**src/rtl/vector_div4_seq.sv**
```systemverilog
// rtl/vector_div4_seq.sv - sequential restoring sign-magnitude signed divider with start/busy/done handshake
// Produces {Rem, Q} in the same packed layout as the vector ALU multiply result.
module vector_div4_seq #(
    parameter int WIDTH = 4
) (
    input  logic                 clk,
    input  logic                 reset,
    input  logic                 start,
    input  logic [WIDTH-1:0]     R,
    input  logic [WIDTH-1:0]     S,
    output logic                 busy,
    output logic                 done,
    output logic [WIDTH-1:0]     Q,
    output logic [WIDTH-1:0]     Rem,
    output logic [2*WIDTH-1:0]   Y2,
    output logic                 dz,
    output logic                 ovf
);

    localparam int CW = $clog2(WIDTH + 1);

    typedef enum logic [1:0] {
        IDLE = 2'd0,
        RUN  = 2'd1,
        FIX  = 2'd2
    } state_t;

    state_t           state_q, state_d;
    logic [CW-1:0]    cnt_q, cnt_d;
    logic [WIDTH:0]   p_q, p_d;
    logic [WIDTH-1:0] a_q, a_d;
    logic [WIDTH:0]   abs_s_q, abs_s_d;
    logic [WIDTH-1:0] r_q, r_d;
    logic             sign_r_q, sign_r_d;
    logic             sign_s_q, sign_s_d;
    logic             dz_path_q, dz_path_d;
    logic             ovf_path_q, ovf_path_d;
    logic [WIDTH-1:0] q_q, q_d;
    logic [WIDTH-1:0] rem_q, rem_d;
    logic             dz_q, dz_d;
    logic             ovf_q, ovf_d;
    logic             done_q, done_d;

    logic [WIDTH:0]   r_ext, s_ext;
    logic [WIDTH:0]   abs_r, abs_s;
    logic [WIDTH:0]   p_shift;
    logic [WIDTH-1:0] a_shift;
    logic             s_is_zero;
    logic             ovf_case;

    // State register and all datapath flops share one synchronous reset.
    always_ff @(posedge clk) begin
        if (reset) begin
            state_q    <= IDLE;
            cnt_q      <= '0;
            p_q        <= '0;
            a_q        <= '0;
            abs_s_q    <= '0;
            r_q        <= '0;
            sign_r_q   <= 1'b0;
            sign_s_q   <= 1'b0;
            dz_path_q  <= 1'b0;
            ovf_path_q <= 1'b0;
            q_q        <= '0;
            rem_q      <= '0;
            dz_q       <= 1'b0;
            ovf_q      <= 1'b0;
            done_q     <= 1'b0;
        end else begin
            state_q    <= state_d;
            cnt_q      <= cnt_d;
            p_q        <= p_d;
            a_q        <= a_d;
            abs_s_q    <= abs_s_d;
            r_q        <= r_d;
            sign_r_q   <= sign_r_d;
            sign_s_q   <= sign_s_d;
            dz_path_q  <= dz_path_d;
            ovf_path_q <= ovf_path_d;
            q_q        <= q_d;
            rem_q      <= rem_d;
            dz_q       <= dz_d;
            ovf_q      <= ovf_d;
            done_q     <= done_d;
        end
    end

    // Next-state logic. Divide-by-zero spends a single RUN edge so its done lands two edges after start.
    always_comb begin
        state_d = state_q;
        case (state_q)
            IDLE: if (start) state_d = RUN;
            RUN:  if (cnt_q == CW'(1)) state_d = FIX;
            FIX:  state_d = IDLE;
            default: state_d = IDLE;
        endcase
    end

    // Operand conditioning; magnitudes carry one extra bit so |-2^(WIDTH-1)| fits.
    always_comb begin
        r_ext     = {R[WIDTH-1], R};
        s_ext     = {S[WIDTH-1], S};
        abs_r     = R[WIDTH-1] ? (~r_ext + 1'b1) : r_ext;
        abs_s     = S[WIDTH-1] ? (~s_ext + 1'b1) : s_ext;
        s_is_zero = (S == '0);
        ovf_case  = (R == {1'b1, {(WIDTH-1){1'b0}}}) && (S == '1);
        p_shift   = {p_q[WIDTH-1:0], a_q[WIDTH-1]};
        a_shift   = {a_q[WIDTH-2:0], 1'b0};
    end

    always_comb begin
        cnt_d      = cnt_q;
        p_d        = p_q;
        a_d        = a_q;
        abs_s_d    = abs_s_q;
        r_d        = r_q;
        sign_r_d   = sign_r_q;
        sign_s_d   = sign_s_q;
        dz_path_d  = dz_path_q;
        ovf_path_d = ovf_path_q;
        q_d        = q_q;
        rem_d      = rem_q;
        dz_d       = dz_q;
        ovf_d      = ovf_q;
        done_d     = 1'b0;
        case (state_q)
            IDLE: begin
                if (start) begin
                    sign_r_d   = R[WIDTH-1];
                    sign_s_d   = S[WIDTH-1];
                    a_d        = abs_r[WIDTH-1:0];
                    abs_s_d    = abs_s;
                    p_d        = '0;
                    r_d        = R;
                    dz_path_d  = s_is_zero;
                    ovf_path_d = ovf_case;
                    cnt_d      = s_is_zero ? CW'(1) : CW'(WIDTH);
                end
            end
            RUN: begin
                cnt_d = cnt_q - CW'(1);
                if (!dz_path_q) begin
                    // Unsigned compare stands in for the sign of the WIDTH+1 bit trial subtraction.
                    if (p_shift >= abs_s_q) begin
                        p_d = p_shift - abs_s_q;
                        a_d = {a_shift[WIDTH-1:1], 1'b1};
                    end else begin
                        p_d = p_shift;
                        a_d = a_shift;
                    end
                end
            end
            FIX: begin
                done_d = 1'b1;
                if (dz_path_q) begin
                    q_d   = '1;
                    rem_d = r_q;
                    dz_d  = 1'b1;
                    ovf_d = 1'b0;
                end else if (ovf_path_q) begin
                    q_d   = {1'b0, {(WIDTH-1){1'b1}}};
                    rem_d = '0;
                    dz_d  = 1'b0;
                    ovf_d = 1'b1;
                end else begin
                    q_d   = (sign_r_q != sign_s_q) ? (~a_q + 1'b1) : a_q;
                    rem_d = sign_r_q ? (~p_q[WIDTH-1:0] + 1'b1) : p_q[WIDTH-1:0];
                    dz_d  = 1'b0;
                    ovf_d = 1'b0;
                end
            end
            default: ;
        endcase
    end

    always_comb begin
        busy = (state_q != IDLE);
        done = done_q;
        Q    = q_q;
        Rem  = rem_q;
        Y2   = {rem_q, q_q};
        dz   = dz_q;
        ovf  = ovf_q;
    end

endmodule

```
**config.mk**
```make
export PLATFORM = sky130hd
export DESIGN_NAME = vector_div4_seq
export DESIGN_NICKNAME = d
export VERILOG_FILES = /design/src/rtl/vector_div4_seq.sv
export SDC_FILE = /design/constraint.sdc
export NUM_CORES = 1
export LEC_CHECK = 0
export CAP_MARGIN = 20
export CORE_MARGIN = 2
export CORE_UTILIZATION = 57
export DETAILED_ROUTE_END_ITERATION = 7
export PLACE_DENSITY_LB_ADDON = 0.08
export REMOVE_ABC_BUFFERS = 1
export SYNTH_ARGS = -nofsm -noshare
export SYNTH_HDL_FRONTEND = slang
export SYNTH_SLANG_ARGS = --single-unit
```
**constraint.sdc**
```tcl
create_clock -name clk -period 5.82 [get_ports clk]
set_clock_uncertainty 0.2 [all_clocks]
set_input_delay 1.455 -clock clk [delete_from_list [all_inputs] [get_ports clk]]
set_output_delay 1.455 -clock clk [all_outputs]
set_load 0.01 [all_outputs]
```
==> results.toml <==
[outcome]
run_status = "complete, no violations"

[floorplan]
initial_utilization_pct = 59.2
floorplan.core_area_um2 = 3340
die_area_um2 = 3950
boundaryPins = 31
core.rowCount = 21
die_height_um = 62.9
fp.dieW_um = 62.9

[global_route]
first_global_vias = 1658
antenna_found_initial = 0
groute.usage.overall_pct = 23.2
globalRouteOverflowTotal = 0
grt_pass1_wl_um = 7250
grt_start_max_net_pins = 39

[drt]
met3WireLength_um = 201
wl_met2_um = 1980
remaining_drc_errors = 0
wl_met1_um = 1860
drt_iter0_markers = 94
via_count = 1718
postRouteWirelength_um = 4150
dr.pass1.iters = 4
wire_per_inst_um = 13.4
uppermost_layer_routed = "met4"
via_per_inst = 5.56
antenna_left = 0

[power]
cellPowerDensity_nw_per_um2 = 238
power.static_leakage_nw = 0.837
max-vdd-ir-drop_uv = 157

[place]
postPlaceCellArea_um2 = 2240
io_buffers = 30
gp_congestion = 0.888
numPlacedInstances = 302
pre_cts_slack_ps = 2570
hpwlAfterDp_um = 3060

[sta]
drv_slew = 0
rsz0062_at_grt = "false"
finalSetupViolations = 0
setup_tns_ps = 0
min_period_ps = 3260
report.final.hold_viol_count = 0
whs_ps = 254
fin_crit_sh_pct = 56.1
layout_setup_ws_ps = 2560
worst_pin_slew_ps = 855
max_clock_freq_mhz = 307
max-slew-margin-rel_pct = 42.9

[yosys]
synth.avg_cell_area_um2 = 8.13
netlist_instances = 243
yosys_most_used_dff = "sky130_fd_sc_hd__dfxtp_1"
syn-cell-area_um2 = 1970
ys_seq_elements = 36
number_of_synthesized_flops_with_an_enable_pin = 0
yosysUniqueCellTypes = 43
ys.warnings.count = 0
seq_area_frac_synth_pct = 36.5
synth-async-reset-ratio_pct = 0

[clocking]
cts_root_buffer = "sky130_fd_sc_hd__clkbuf_4"
cts_tree = "done"
clkSinkCount = 36
ctsLongestPathBuffers = 2
post_cts_buffers = 0
htreeDepth = 2
cts_hold_buffers = 0
tritoncts.num_buffers = 5
clkTransAtPathRegs_ps = 100
post_cts.resized_instances = 0
insertion_delay_ps = 340

[worst_setup_path]
timing.critical_path.fanout_max = 9
crit_arrival_ps = 1610
critical_path_required_ps = 4160
worstSetupStartpointType = "flip-flop"
timing.critical_path.to_type = "primary output"
timing.setup.critical_path_class = "flip-flop to primary output"

[final_layout]
mostFrequentLayoutCells = "sky130_fd_sc_hd__dfxtp_1 (36), sky130_fd_sc_hd__clkdlybuf4s50_1 (30), sky130_fd_sc_hd__nand2_1 (29), sky130_fd_sc_hd__nor2_1 (20), sky130_fd_sc_hd__a21oi_1 (20)"
drive_above_1_share_pct = 4.56
final_cell_area_um2 = 2280
area_growth_from_synthesis_to_layout_pct = 15.7
final_net_count = 287
mostFrequentLayoutCell = "sky130_fd_sc_hd__dfxtp_1"
final_cell_count_no_fill = 309
number_of_diodes_added_for_antenna_fixing = 0

[min_path]
worstHoldPathType = "flip-flop to flip-flop"

[job]
max_cap_viol_count = 0
-- flip-flops by register name, summed over array words and instances, names as in the netlist, 2 cells and up --
register  flops
abs_s_q       5
Q             4
Rem           4
a_q           4
p_q           4
r_q           4
cnt_q         3
state_q       2
-- area by class of cell --
class                           instances  area, um^2
Clock buffer                            6        41.3
Clock inverter                          1        5.00
Fill cell                             299        1050
Inverter                               18        67.6
Multi-Input combinational cell        171        1080
Sequential cell                        36         721
Tap cell                               46        57.6
Timing Repair Buffer                   31         308
-- Yosys cell counts (3+ instances only) --
| cell | instances | share of area, % |
|---|---|---|
| sky130_fd_sc_hd__xnor2_1 | 5 | 2.2 |
| sky130_fd_sc_hd__inv_1 | 18 | 3.4 |
| sky130_fd_sc_hd__nor2b_1 | 3 | 0.95 |
| sky130_fd_sc_hd__a211oi_1 | 6 | 2.3 |
| sky130_fd_sc_hd__a21o_1 | 3 | 1.1 |
| sky130_fd_sc_hd__buf_4 | 8 | 3.0 |
| sky130_fd_sc_hd__nand2b_1 | 8 | 2.5 |
| sky130_fd_sc_hd__o21ai_0 | 5 | 1.3 |
| sky130_fd_sc_hd__dfxtp_1 | 36 | 37 |
| sky130_fd_sc_hd__clkbuf_1 | 7 | 1.3 |
| sky130_fd_sc_hd__ha_1 | 12 | 7.6 |
| sky130_fd_sc_hd__nand3_1 | 3 | 0.76 |
| sky130_fd_sc_hd__a221oi_1 | 3 | 1.3 |
| sky130_fd_sc_hd__nand2_1 | 29 | 5.5 |
| sky130_fd_sc_hd__or3_1 | 5 | 1.6 |
| sky130_fd_sc_hd__nor2_1 | 20 | 3.8 |
| sky130_fd_sc_hd__nand4_1 | 3 | 0.95 |
| sky130_fd_sc_hd__o211ai_1 | 5 | 1.9 |
| sky130_fd_sc_hd__a21oi_1 | 20 | 5.1 |
| sky130_fd_sc_hd__a311oi_1 | 3 | 1.3 |
| sky130_fd_sc_hd__buf_2 | 3 | 0.76 |
| sky130_fd_sc_hd__nor3_1 | 12 | 3.0 |
-- cells by family after synthesis --
family,after synthesis,synth area share (%)
AO/OA/AOI/OAI,56,19.1
XOR/XNOR,7,3.11
adder cells (fa/ha/maj),13,8.62
buffers and inverters,36,8.56
flip-flops,36,36.5
multiplexers,1,0.507
AND/OR/NAND/NOR,94,23.6
-- per-stage QoR --
stage,power [mW],util (%)
floorplan,0.377,-
global placement,0.421,67.1
detailed placement,0.424,67.1
CTS,0.545,68.5
global route,0.582,68.5
finish,0.543,68.5
-- path summary, 6_finish.rpt --
path                            cells past startpoint    endpoint        from  slack [ps]
worst min-delay path                                2  abs_s_q[4]  abs_s_q[4]         250
worst max register to register                      5      p_q[1]      p_q[1]        3680
worst max-delay path                                3        busy  state_q[1]        2560
worst min register to register                      2  abs_s_q[4]  abs_s_q[4]         250
-- worst max-delay path, stage by stage (launching register included) --
cell                              delay, ps
sky130_fd_sc_hd__dfxtp_1                550
sky130_fd_sc_hd__nor2_1                 130
sky130_fd_sc_hd__inv_1                   70
sky130_fd_sc_hd__clkdlybuf4s50_1        530
-- power by group --
part	total [mW]	switching, mW	internal, mW
sequential	0.278	0.0165	0.262
clock	0.123	0.0786	0.0445
combinational	0.142	0.0797	0.0622
-- metal layers --
metal | up-vias | track usage [%]
li1 | 880 | -
met1 | 776 | 27.5
met2 | 50 | 39.1
met3 | 12 | 6.13
met4 | 0 | 10.6
met5 | - | 0
Power figures use the tool's default switching activity.
